### config.mk
export PLATFORM = sky130hd
export DESIGN_NAME = comp_result_tracker_flat
export DESIGN_NICKNAME = d
export VERILOG_FILES = /design/src/rtl/comp_result_tracker_if.sv /design/src/rtl/comp_result_tracker.sv /design/src/flat_wrapper.sv
export SDC_FILE = /design/constraint.sdc
export NUM_CORES = 1
export LEC_CHECK = 0
export ABC_AREA = 0
export BUFFER_PORTS_ARGS = -buffer_cell sky130_fd_sc_hd__buf_4
export CORE_MARGIN = 2
export CORE_UTILIZATION = 35
export DETAILED_ROUTE_END_ITERATION = 6
export MAX_ROUTING_LAYER = met4
export PLACE_DENSITY = 0.63
export SLEW_MARGIN = 20
export SYNTH_ARGS = -nofsm -noshare
export SYNTH_HDL_FRONTEND = slang
export SYNTH_SLANG_ARGS = --single-unit
export TNS_END_PERCENT = 30
### constraint.sdc
create_clock -name clk -period 2.1 [get_ports clk]
set_input_delay 0.315 -clock clk [delete_from_list [all_inputs] [get_ports clk]]
set_output_delay 0.315 -clock clk [all_outputs]
set_load 0.02 [all_outputs]
### src/rtl/comp_result_tracker_if.sv
// comp_result_tracker_if: sample/clear inputs and tracker outputs for the
// comparator result tracker. The master drives samples, the slave is the tracker.
interface comp_result_tracker_if #(
   parameter int CW = 8
);
   logic          in_valid;
   logic          greater;
   logic          equal;
   logic          less;
   logic          clr;
   logic          stable_valid;
   logic [1:0]    stable_code;
   logic [CW-1:0] cnt_gt;
   logic [CW-1:0] cnt_eq;
   logic [CW-1:0] cnt_lt;
   logic          err;

   modport master (
      output in_valid, greater, equal, less, clr,
      input  stable_valid, stable_code, cnt_gt, cnt_eq, cnt_lt, err
   );

   modport slave (
      input  in_valid, greater, equal, less, clr,
      output stable_valid, stable_code, cnt_gt, cnt_eq, cnt_lt, err
   );
endinterface

### src/rtl/comp_result_tracker.sv
// comp_result_tracker: counts greater/equal/less outcomes of the upstream
// magnitude comparator, reports an outcome as stable after STABLE_N identical
// valid samples in a row, and latches a sticky error on non-one-hot flags.
// Optional build macro COMP_TRK_SAT_EN: outcome counters saturate at all-ones
// instead of wrapping to zero.
module comp_result_tracker #(
   parameter int CW       = 8,
   parameter int STABLE_N = 4
) (
   input  logic                 clk,
   input  logic                 rst,
   comp_result_tracker_if.slave bus
);

   typedef enum logic [1:0] {
      IDLE   = 2'd0,
      TRACK  = 2'd1,
      STABLE = 2'd2,
      ERROR  = 2'd3
   } state_t;

   localparam logic [1:0] CODE_NONE = 2'b00;
   localparam logic [1:0] CODE_GT   = 2'b01;
   localparam logic [1:0] CODE_EQ   = 2'b10;
   localparam logic [1:0] CODE_LT   = 2'b11;
   localparam logic [7:0] RUN_MAX   = 8'(STABLE_N);

   state_t        state_q, state_d;
   logic [7:0]    run_q, run_d;
   logic [1:0]    last_q, last_d;
   logic [CW-1:0] cnt_gt_q, cnt_gt_d;
   logic [CW-1:0] cnt_eq_q, cnt_eq_d;
   logic [CW-1:0] cnt_lt_q, cnt_lt_d;
   logic          err_q, err_d;
   logic          sv_q, sv_d;
   logic [1:0]    sc_q, sc_d;

   logic          legal;
   logic [1:0]    code;

   // Counter advance: wraps by default, holds at all-ones when saturation is built in.
   function automatic logic [CW-1:0] cnt_inc(input logic [CW-1:0] c);
`ifdef COMP_TRK_SAT_EN
      cnt_inc = (&c) ? c : c + 1'b1;
`else
      cnt_inc = c + 1'b1;
`endif
   endfunction

   assign legal = ({bus.greater, bus.equal, bus.less} == 3'b100) ||
                  ({bus.greater, bus.equal, bus.less} == 3'b010) ||
                  ({bus.greater, bus.equal, bus.less} == 3'b001);
   assign code  = bus.greater ? CODE_GT : (bus.equal ? CODE_EQ : CODE_LT);

   // Next-state, run tracking, counters and registered output values.
   always_comb begin
      state_d  = state_q;
      run_d    = run_q;
      last_d   = last_q;
      cnt_gt_d = cnt_gt_q;
      cnt_eq_d = cnt_eq_q;
      cnt_lt_d = cnt_lt_q;
      err_d    = err_q;

      if (bus.clr) begin
         // clear wins over any sample presented in the same cycle
         state_d  = IDLE;
         run_d    = '0;
         last_d   = CODE_NONE;
         cnt_gt_d = '0;
         cnt_eq_d = '0;
         cnt_lt_d = '0;
         err_d    = 1'b0;
      end else if (bus.in_valid && (state_q != ERROR)) begin
         if (!legal) begin
            state_d = ERROR;
            run_d   = '0;
            last_d  = CODE_NONE;
            err_d   = 1'b1;
         end else begin
            case (code)
               CODE_GT: cnt_gt_d = cnt_inc(cnt_gt_q);
               CODE_EQ: cnt_eq_d = cnt_inc(cnt_eq_q);
               default: cnt_lt_d = cnt_inc(cnt_lt_q);
            endcase

            if (code == last_q) begin
               run_d = (run_q >= RUN_MAX) ? RUN_MAX : run_q + 8'd1;
            end else begin
               run_d = 8'd1;
            end
            last_d = code;

            case (state_q)
               IDLE:    state_d = TRACK;
               TRACK:   state_d = (run_d == RUN_MAX) ? STABLE : TRACK;
               STABLE:  state_d = (code == last_q) ? STABLE : TRACK;
               default: state_d = state_q;
            endcase
         end
      end

      sv_d = (state_d == STABLE);
      sc_d = sv_d ? last_d : CODE_NONE;
   end

   // State and output registers, cleared asynchronously by rst.
   always_ff @(posedge clk or posedge rst) begin
      if (rst) begin
         state_q  <= IDLE;
         run_q    <= '0;
         last_q   <= CODE_NONE;
         cnt_gt_q <= '0;
         cnt_eq_q <= '0;
         cnt_lt_q <= '0;
         err_q    <= 1'b0;
         sv_q     <= 1'b0;
         sc_q     <= CODE_NONE;
      end else begin
         state_q  <= state_d;
         run_q    <= run_d;
         last_q   <= last_d;
         cnt_gt_q <= cnt_gt_d;
         cnt_eq_q <= cnt_eq_d;
         cnt_lt_q <= cnt_lt_d;
         err_q    <= err_d;
         sv_q     <= sv_d;
         sc_q     <= sc_d;
      end
   end

   assign bus.stable_valid = sv_q;
   assign bus.stable_code  = sc_q;
   assign bus.cnt_gt       = cnt_gt_q;
   assign bus.cnt_eq       = cnt_eq_q;
   assign bus.cnt_lt       = cnt_lt_q;
   assign bus.err          = err_q;

endmodule

### src/flat_wrapper.sv
// flat-port wrapper written by rule: the top's interface ports become plain ports
module comp_result_tracker_flat 
#(
   parameter int CW       = 8,
   parameter int STABLE_N = 4
)
  (clk, rst, bus_in_valid, bus_greater, bus_equal, bus_less, bus_clr, bus_stable_valid, bus_stable_code, bus_cnt_gt, bus_cnt_eq, bus_cnt_lt, bus_err);
  comp_result_tracker_if #(.CW(CW)) bus_i ();
  input  logic clk;
  input  logic rst;
  input wire logic [$bits(bus_i.in_valid)-1:0] bus_in_valid;
  input wire logic [$bits(bus_i.greater)-1:0] bus_greater;
  input wire logic [$bits(bus_i.equal)-1:0] bus_equal;
  input wire logic [$bits(bus_i.less)-1:0] bus_less;
  input wire logic [$bits(bus_i.clr)-1:0] bus_clr;
  output wire logic [$bits(bus_i.stable_valid)-1:0] bus_stable_valid;
  output wire logic [$bits(bus_i.stable_code)-1:0] bus_stable_code;
  output wire logic [$bits(bus_i.cnt_gt)-1:0] bus_cnt_gt;
  output wire logic [$bits(bus_i.cnt_eq)-1:0] bus_cnt_eq;
  output wire logic [$bits(bus_i.cnt_lt)-1:0] bus_cnt_lt;
  output wire logic [$bits(bus_i.err)-1:0] bus_err;
  assign bus_i.in_valid = bus_in_valid;
  assign bus_i.greater = bus_greater;
  assign bus_i.equal = bus_equal;
  assign bus_i.less = bus_less;
  assign bus_i.clr = bus_clr;
  assign bus_stable_valid = bus_i.stable_valid;
  assign bus_stable_code = bus_i.stable_code;
  assign bus_cnt_gt = bus_i.cnt_gt;
  assign bus_cnt_eq = bus_i.cnt_eq;
  assign bus_cnt_lt = bus_i.cnt_lt;
  assign bus_err = bus_i.err;
  comp_result_tracker #(.CW(CW), .STABLE_N(STABLE_N)) u_core (.clk(clk), .rst(rst), .bus(bus_i));
endmodule
; ---- Word level (Yosys, flattened, before mapping)
; Index checks and enable logic that the tools add are counted.
[word_totals]
ff_bits = 40
in_bits = 7
out_inout_bits = 28
word_cells = 75
[classes]
add_sub_neg = 4
n_lt_le_gt_ge = 1
eq_ne = 13
n_mux = 35
n_reduce_logical = 13
[op_table]
columns = operator, count
row1 = two-way mux 8 bit, 20
row2 = "adder 8 x 1 -> 8 bit, second input constant", 4
row3 = two-way mux 2 bit, 10
row4 = AND reduction 3 bit, 3
row5 = "equality test 8 x 3 -> 1 bit, second input constant", 1
row6 = ">= comparator 8 x 3 -> 1 bit, second input constant", 1
row7 = nonzero test 2 bit, 4
row8 = "equality test 2 bit, second input constant", 3
row9 = one-hot mux 2 bit (3 select lines), 1
row10 = "equality test 2 x 1 -> 1 bit, second input constant", 2
row11 = two-way mux 1 bit, 4
row12 = "inequality test 2 bit, second input constant", 2
row13 = "equality test 3 x 1 -> 1 bit, second input constant", 1
row14 = "equality test 3 x 2 -> 1 bit, second input constant", 1
row15 = "equality test 3 bit, second input constant", 1
row16 = equality test 2 bit, 1
row17 = logical NOT 2 bit, 1
row18 = logical OR 1 bit, 2
row19 = "inequality test 2 x 1 -> 1 bit, second input constant", 1
row20 = AND reduction 2 bit, 1
row21 = OR reduction 2 bit, 1
row22 = logical AND 1 bit, 1

; ---- Depth between registers and ports, before layout
; Gate-level depths: netlist of the first run.
[depth]
word_depth = 15
depth_mapped = 7
depth_no_buf = 6

; ---- Least setup slack after synthesis of the first run
; OpenSTA, ideal clock, no wires.
[synth_timing]
kind = register -> register
from = register u_core.state_q[0]
to = register u_core.cnt_lt_q[5], in the netlist u_core.bus.cnt_lt[5]
setup_ns = 0.078
arrival_time_ns = 1.462
required_time_ns = 2.022
setup_slack_ns = 0.560
stages_incl_launch_ff = 7
n_path_buf = 1
synth_period_minus_slack_ns = 1.540
cell_sequence = dfrtp_1 a21boi_4 and3_1 buf_6 nand2_4 or3_1 a21oi_1
[synth_between]
elab_chain_len = 4
[synth_rtl]
columns = item, line
row1 = "start, declared", comp_result_tracker.sv:28  ; state_t state_q, state_d;
row2 = "start signal, assigned", comp_result_tracker.sv:120  ; state_q <= state_d;
row3 = inequality test 2 bit, comp_result_tracker.sv:74  ; end else if (bus.in_valid && (state_q != ERROR)) begin
row4 = logical AND 1 bit, comp_result_tracker.sv:74
row5 = nonzero test 2 bit (no line), n/a
row6 = AND reduction 3 bit (no line), n/a
row7 = "end signal, assigned", comp_result_tracker.sv:125  ; cnt_lt_q <= cnt_lt_d;
row8 = "end, declared", comp_result_tracker.sv:33  ; logic [CW-1:0] cnt_lt_q, cnt_lt_d;
; No other way between the ends.
; A chain may end at the register's enable or synchronous reset.

; ---- Worst setup path after layout of the first run
; Ends and elaborated chain as after synthesis.

==> key figures, run 1 <==
Run status
  • Status: finished, final reports clean

Global route
  • Largest net degree at the start of global routing: 41
  • Congestion Overflow GR: 0
  • GR Util All Layers: 0.143
  • First-pass GRT wire length: approximately 6.7 mm
  • Initial antenna violation count: 0
  • Vias in the first global route: roughly 1.4k

Logic synthesis
  • Seq/Total Area, Yosys: 0.512
  • Post-Syn Area: about 0.0020 mm2
  • Synth cell types: between 40 and 50
  • Post-synth EDFFs: 0
  • Synth Net Count: roughly 200
  • Synth Instances: 192
  • Yosys Warn Count: 0
  • Top_reg_cell synth: dfrtp_1
  • Synthesis-stage register bit count: 40
  • Avg Cell Area, Syn: just over 10 um2
  • FFs w/ async S/R, synth: 1.00

Detailed routing
  • DRC: 0
  • Routed len/inst: between 10 and 15 um
  • DR iter-0 viols: between 50 and 60
  • Drt via density: roughly 5
  • Routed WL: about 3.9 mm
  • First-pass iteration count of the detailed router: 6
  • Antenna-violating nets left: 0
  • DR vias: roughly 1.5k

Cells and area
  • Area Overhead vs Synth: 21.8%
  • Diode count: 0
  • Post-Layout Cell Count: 303
  • Filler cells: ~540
  • Nets: between 200 and 250
  • Share of post-route cells with drive strength above 1: 0.234
  • Fin area: between 0.002 and 0.0025 mm2

Power and ir drop
  • VDD IR-drop max: ~0.00027 V
  • Power, Total: approximately 1.5 mW
  • PwrDens: 611 mW/mm2
  • Leakage power: 1.16 nW

Clocking
  • Clk Latency, worst-skew pair: around 290 ps
  • H-tree depth: 2
  • CTS Hold Bufs: 0
  • Post-CTS sizing: 0
  • Clock-pin slew on the worst setup and hold paths: 80 ps
  • CTS tree: done
  • TritonCTS buffer count: 5
  • Clk sink count: 40
  • Setup Fix Bufs, Post-CTS: 0
  • Root Driver: clkbuf_8
  • Clock buffer depth: 2

Critical path
  • Startpoint types: flop
  • Crit path capture type: flop
  • CP Max Fanout: 8
  • Critical path class: flop to flop
  • Critical R2R Capture: u_core.bus.cnt_lt[5]$_DFFE_PP0P_
  • Cell depth of the worst flop-to-flop path: 5
  • FF-to-FF Start: u_core.state_q[0]$_DFF_PP0_
  • Reg2Reg Setup Slack: about 330 ps
  • Critical Path RT: 2310 ps
  • Arrival @ worst endpoint: around 2000 ps

STA
  • Final Hold Fails: 0
  • Fin Clk Skew: roughly 6.7 ps
  • Max frequency: roughly 560 MHz
  • RSZ-0062 raised after global routing: false
  • Slew Limit Fails: 0
  • Final period util: 0.844
  • Setup TNS: 0 ps
  • Final Setup Violations: 0
  • Post-layout min period: ~1800 ps
  • Worst slew pin tran: roughly 500 ps
  • Slew headroom: 0.674

Placement
  • DP Cell Count: a little under 300
  • RePlAce Congestion: ~0.75
  • Final HPWL DP: around 2.7 mm
  • I/O Buffers: 34
  • Area after DPL: 0.00229 mm2

Floorplanning
  • Ports: 35
  • Die span in x: around 80 um
  • Initial Utilization: 0.359
  • # rows: 27
  • Total die area: slightly above 0.006 mm2
  • Core area: between 0.005 and 0.006 mm2
  • Die Span Y: ~79 um

Flow run
  • Max-cap viol count: 0

Worst hold path
  • Hold crit path type: primary input to async pin
==> synth_stat cells (all sizes together) (4+ instances only) <==
| cell type | number | area share |
|---|---|---|
| dfrtp | 40 | 0.51 |
| nor2 | 28 | 0.054 |
| nand2 | 16 | 0.035 |
| xnor2 | 10 | 0.045 |
| a21oi | 9 | 0.025 |
| xor2 | 9 | 0.040 |
| nor3 | 7 | 0.020 |
| o21ai | 7 | 0.018 |
| and3 | 6 | 0.020 |
| inv | 6 | 0.012 |
| nand4 | 6 | 0.019 |
| and2 | 5 | 0.016 |
| ha | 5 | 0.032 |
| nor3b | 4 | 0.020 |
==> metal layers <==
| metal | vias up | track usage | wire length [um] |
|---|---|---|---|
| met1 | 721 | 0.174 | 1850 |
| met5 | - | - | 0 |
| met2 | 24 | 0.227 | 1880 |
| met3 | 2 | 0.0386 | 114 |
| met4 | 0 | 0.0526 | 43 |
| li1 | 742 | - | - |
==> where the power goes <==
group	switching, mW	leakage, nW	internal [mW]
Combinational	0.0878	0.558	0.0501
Sequential	0.0142	0.553	0.783
Clock	0.257	0.0510	0.262
==> cell usage in the layout, fill, tap and decap left out, types with 2 or more instances in the layout <==
| cell | count |
|---|---|
| or3_1 | 3 |
| o21bai_1 | 2 |
| ha_1 | 5 |
| and3_1 | 5 |
| a22o_1 | 2 |
| nor3b_1 | 2 |
| clkinv_2 | 2 |
| nor2b_1 | 2 |
| nor2_1 | 28 |
| nor3_1 | 6 |
| and2_1 | 5 |
| xor2_1 | 9 |
| xnor2_1 | 10 |
| o21ai_0 | 7 |
| nor3b_2 | 2 |
| buf_4 | 37 |
| nand2b_1 | 2 |
| nand2_1 | 15 |
| a32o_1 | 2 |
| clkbuf_8 | 6 |
| a21oi_1 | 8 |
| nor4_1 | 2 |
| nand4_1 | 6 |
| dfrtp_1 | 40 |
| inv_1 | 6 |
| nand3_1 | 2 |
==> cells by family after synthesis <==
group / synth area share
and+or+nand+nor: 0.234
DFF: 0.512
AOI/OAI and AO/OA: 0.102
xor gates and xnor gates: 0.0851
buffers and inverters: 0.0294
adders and majority gates: 0.0320
muxes: 0.00512
==> worst max-delay path, cell delays in order, from the launching register on <==
cell and delay [ps]:
dfrtp_1 440, a21boi_4 270, and3_1 400, nand2_4 80
or3_1 350, a21oi_1 150
==> final cells by class <==
cell class | instances | area, um2 | area share
Clock buffer | 6 | 82.6 | 0.0347
Clock inverter | 2 | 10.0 | 0.00421
Inverter | 6 | 22.5 | 0.00946
Sequential cell | 40 | 1000 | 0.421
Multi-Input combinational cell | 140 | 896 | 0.376
Tap cell | 72 | 90.1 | 0.0379
Timing Repair Buffer | 37 | 278 | 0.117
==> metrics by stage <==
step	hold slack [ps]	setup slack (ps)	util
2_1_floorplan	440	560	-
3_3_place_gp	471	388	0.421
3_5_place_dp	465	340	0.421
4_1_cts	163	318	0.438
5_1_grt	179	209	0.438
6_report	142	329	0.438
==> worst max path at each step <==
stage / to / cells after the start / slack [ps] / startpoint
final: u_core.bus.cnt_lt[5]$_DFFE_PP0P_ / 5 / 330 / u_core.state_q[0]$_DFF_PP0_
after global routing: u_core.bus.cnt_lt[5]$_DFFE_PP0P_ / 5 / 210 / u_core.state_q[0]$_DFF_PP0_
after CTS: u_core.bus.cnt_lt[5]$_DFFE_PP0P_ / 5 / 320 / u_core.state_q[0]$_DFF_PP0_
after detailed placement: u_core.bus.cnt_lt[5]$_DFFE_PP0P_ / 5 / 340 / u_core.state_q[0]$_DFF_PP0_
after global placement: u_core.bus.cnt_lt[5]$_DFFE_PP0P_ / 5 / 390 / u_core.state_q[0]$_DFF_PP0_
after floorplan: u_core.bus.cnt_lt[5]$_DFFE_PP0P_ / 6 / 560 / u_core.state_q[0]$_DFF_PP0_
==> registers in the layout, indices dropped and copies added, names as in the netlist <==
signal,count
u_core.bus.cnt_gt,8
u_core.bus.cnt_eq,8
u_core.last_q,2
u_core.run_q,8
u_core.bus.cnt_lt,8
u_core.bus.stable_code,2
u_core.state_q,2
u_core.bus.err,1
u_core.bus.stable_valid,1
No activity file was read; power rests on OpenSTA's default activity.
==> inputs of run 2 (changes only) <==
--- a/config.mk
+++ b/config.mk
@@ -5,13 +5,13 @@
 export SDC_FILE = /design/constraint.sdc
 export NUM_CORES = 1
 export LEC_CHECK = 0
-export ABC_AREA = 0
+export ABC_AREA = 1
 export BUFFER_PORTS_ARGS = -buffer_cell sky130_fd_sc_hd__buf_4
 export CORE_MARGIN = 2
 export CORE_UTILIZATION = 35
 export DETAILED_ROUTE_END_ITERATION = 6
 export MAX_ROUTING_LAYER = met4
-export PLACE_DENSITY = 0.63
+export PLACE_DENSITY = 0.65
 export SLEW_MARGIN = 20
 export SYNTH_ARGS = -nofsm -noshare
 export SYNTH_HDL_FRONTEND = slang
==> constraint.sdc (replaced) <==
create_clock -name clk -period 1.55 [get_ports clk]
set_input_delay 0.2325 -clock clk [delete_from_list [all_inputs] [get_ports clk]]
set_output_delay 0.2325 -clock clk [all_outputs]
set_load 0.02 [all_outputs]
==> run 2 against run 1 <==
Via count increased by 18%. Power increased by 51%. Cell count increased by 23%. Largest cell class unchanged. Fmax increased by 18%.
==> key figures, run 2 <==
Cells and area
  • Most common cell after layout, fill and taps aside: nand2_1
  • Area Overhead vs Synth: 25.2%
  • Most frequent cells in the layout: 48 x nand2_1, 43 x buf_4, 40 x inv_1, 40 x dfrtp_1, 31 x nor2_1
  • Nets: between 300 and 400
  • Filler cells: between 600 and 700
  • Diode count: 0
  • Share of post-route cells with drive strength above 1: 0.261
  • Fin area: about 0.0026 mm2

Detailed routing
  • DRT met1 WL: about 2.1 mm
  • Max layer used: met4
  • Antenna-violating nets left: 0
  • First-pass iteration count of the detailed router: 4
  • Routed WL: ~4.3 mm
  • DR iter-0 viols: 60
  • DR vias: 1752
  • WL met2: about 2.1 mm
  • Drt via density: 4.68
  • Routed len/inst: around 12 um
  • DRC: 0
  • Metal3 WL: roughly 150 um

STA
  • Slew Limit Fails: 0
  • Fin Clk Skew: about 6.3 ps
  • Worst slew pin tran: 516 ps
  • Slew headroom: 0.656
  • Max frequency: 669 MHz
  • RSZ-0062 raised after global routing: true
  • Final Hold Fails: 0
  • Setup TNS: 0 ps
  • Final Setup Violations: 0
  • Post-layout min period: 1500 ps
  • Final period util: 0.965

Logic synthesis
  • Area leader, netlist: dfrtp_1
  • Synth Instances: 252
  • Synthesis-stage register bit count: 40
  • Avg Cell Area, Syn: 8.25 um2
  • Post-Syn Area: approximately 0.0021 mm2
  • Yosys Warn Count: 0
  • Top_reg_cell synth: dfrtp_1
  • Post-synth top area share: 0.481
  • Synth area leaders: dfrtp_1 48%, nand2_1 9.2%, inv_1 7.6%
  • Synth Net Count: 264
  • Commonest cells post-synth: 51 x nand2_1, 42 x inv_1, 40 x dfrtp_1, 33 x nor2_1, 12 x nand3_1
  • Top-count cell post-synth: nand2_1
  • FFs w/ async S/R, synth: 1.00
  • Post-synth EDFFs: 0
  • Seq/Total Area, Yosys: 0.481
  • Synth cell types: 30

Critical path
  • Most common cell on crit path: nand2_2
  • Max stage delay cell, worst path: dfrtp_1
  • Critical R2R Capture: u_core.bus.cnt_eq[5]$_DFFE_PP0P_
  • Critical Path RT: between 1500 and 2000 ps
  • Startpoint types: flop
  • Critical path class: flop to flop
  • Arrival @ worst endpoint: 1670 ps
  • Crit path capture type: flop
  • Reg2Reg Setup Slack: 50 ps
  • Critical Path, Cell by Cell: a21oi_4 > inv_2 > nand2_4 > nand2_2 > nor2_4 > nand2_2 > nor3_1 > nor2_1
  • Cell depth of the worst flop-to-flop path: 8
  • CP Max Fanout: 7
  • Crit path largest cell delay: ~440 ps
  • FF-to-FF Start: u_core.state_q[1]$_DFF_PP0_

Placement
  • Area after DPL: 0.00243 mm2
  • Final HPWL DP: ~3.1 mm
  • I/O Buffers: 34
  • RePlAce Congestion: 0.817

Floorplanning
  • Ports: 35
  • Die span in x: between 80 and 90 um
  • Total die area: around 0.0066 mm2
  • Initial Utilization: 0.358
  • Core area: a little under 0.006 mm2
  • # rows: 28
  • Die Span Y: approximately 81 um

Power and ir drop
  • P_sw: 0.631 mW
  • VDD IR-drop max: between 0.0005 and 0.0006 V
  • PwrDens: 846 mW/mm2
  • P_int: approximately 1.6 mW
  • Sw Share: 0.287
  • Leakage power: ~1.3 nW
  • Sequential Power Share: 0.513
  • Comb power frac: 0.162
  • Clock network fraction of design power: 0.325
  • Power, Total: 2.20 mW

Clocking
  • H-tree depth: 2
  • Clk sink count: 40
  • TritonCTS buffer count: 5
  • Clock-pin slew on the worst setup and hold paths: 80 ps
  • CTS Hold Bufs: 0
  • Clock buffer depth: 2
  • Clk Latency, worst-skew pair: between 200 and 300 ps
  • CTS tree: done
  • Root Driver: clkbuf_8

Global route
  • Initial antenna violation count: 0
  • First-pass GRT wire length: about 7.6 mm
  • GR Util All Layers: 0.150
  • Congestion Overflow GR: 0
  • Vias in the first global route: roughly 1.7k
  • Largest net degree at the start of global routing: 41

Worst hold path
  • Hold crit path type: primary input to async pin

Flow run
  • Max-cap viol count: 0

Run status
  • Status: finished, final reports clean
==> run 2: cell count changes after synthesis, sizes merged, moves of 8 or more <==
cell / change
inv: +39
nand2: +38
xnor2: -8
o31ai: +9
nor2: +8
nand3: +12
==> run 2: critical path, delay by kind of cell (launching register included) <==
| family | cells | cell delay, ps |
|---|---|---|
| AO/OA/AOI/OAI | 1 | 190 |
| buffers and inverters | 1 | 70 |
| flip-flops | 1 | 440 |
| AND/OR/NAND/NOR | 6 | 680 |
==> run 2: final cells by class <==
class	count	area, um2	area share
well taps	75	93.8	0.0360
flip-flops and latches	40	1000	0.384
multi-input cells	162	920	0.353
clock buffers	6	82.6	0.0317
inverters	46	174	0.0668
repair buffers	43	323	0.124
clock inverters	2	10.0	0.00384
==> run 2: worst max path at each step <==
stage / startpoint / endpoint / slack, ps / cells after the start
2_1_floorplan: u_core.bus.cnt_lt[0]$_DFFE_PP0P_ / u_core.bus.cnt_lt[7]$_DFFE_PP0P_ / 150 / 7
3_3_place_gp: u_core.state_q[1]$_DFF_PP0_ / u_core.bus.cnt_eq[4]$_DFFE_PP0P_ / 30 / 8
3_5_place_dp: u_core.state_q[1]$_DFF_PP0_ / u_core.bus.cnt_eq[4]$_DFFE_PP0P_ / 20 / 8
4_1_cts: u_core.state_q[1]$_DFF_PP0_ / u_core.bus.cnt_eq[6]$_DFFE_PP0P_ / 2 / 7
5_1_grt: u_core.state_q[1]$_DFF_PP0_ / u_core.bus.cnt_eq[5]$_DFFE_PP0P_ / -110 / 8
6_report: u_core.state_q[1]$_DFF_PP0_ / u_core.bus.cnt_eq[5]$_DFFE_PP0P_ / 50 / 8
==> run 2: power by group through the flow <==
stage               Sequential [mW]  Combinational (mW)  Clock [mW]
detailed placement             1.15               0.345           0
global route                   1.14               0.409       0.792
floorplan                      1.18               0.187           0
global placement               1.15               0.338           0
finish                         1.13               0.357       0.715
CTS                            1.13               0.345       0.748
==> run 2: what timing repair did <==
action	CTS	global route
gates resized for setup	0	16
buffers inserted	0	4
endpoints found under the setup margin	0	19
==> run 2: logic make-up after synthesis <==
| group | count (synthesis) | share of synthesized area |
|---|---|---|
| simple gates | 115 | 0.254 |
| buf+inv | 50 | 0.100 |
| flops | 40 | 0.481 |
| compound gates | 33 | 0.0963 |
| xor+xnor | 9 | 0.0379 |
| fa+ha+maj | 5 | 0.0301 |
==> run 2: metal layers <==
layer,vias to the layer above,global-route usage
met5,-,-
met4,0,0.0508
met3,4,0.0300
met2,31,0.236
met1,831,0.195
li1,886,-
==> run 2: metrics by stage <==
stage	setup WS, ps	util	hold WS (ps)	cells
after CTS	2.37	0.434	85.0	370
after global routing	-107	0.448	139	374
after global placement	30.9	0.418	402	362
final	54.5	0.448	63.5	374
after floorplan	146	-	379	252
after detailed placement	20.9	0.418	409	362
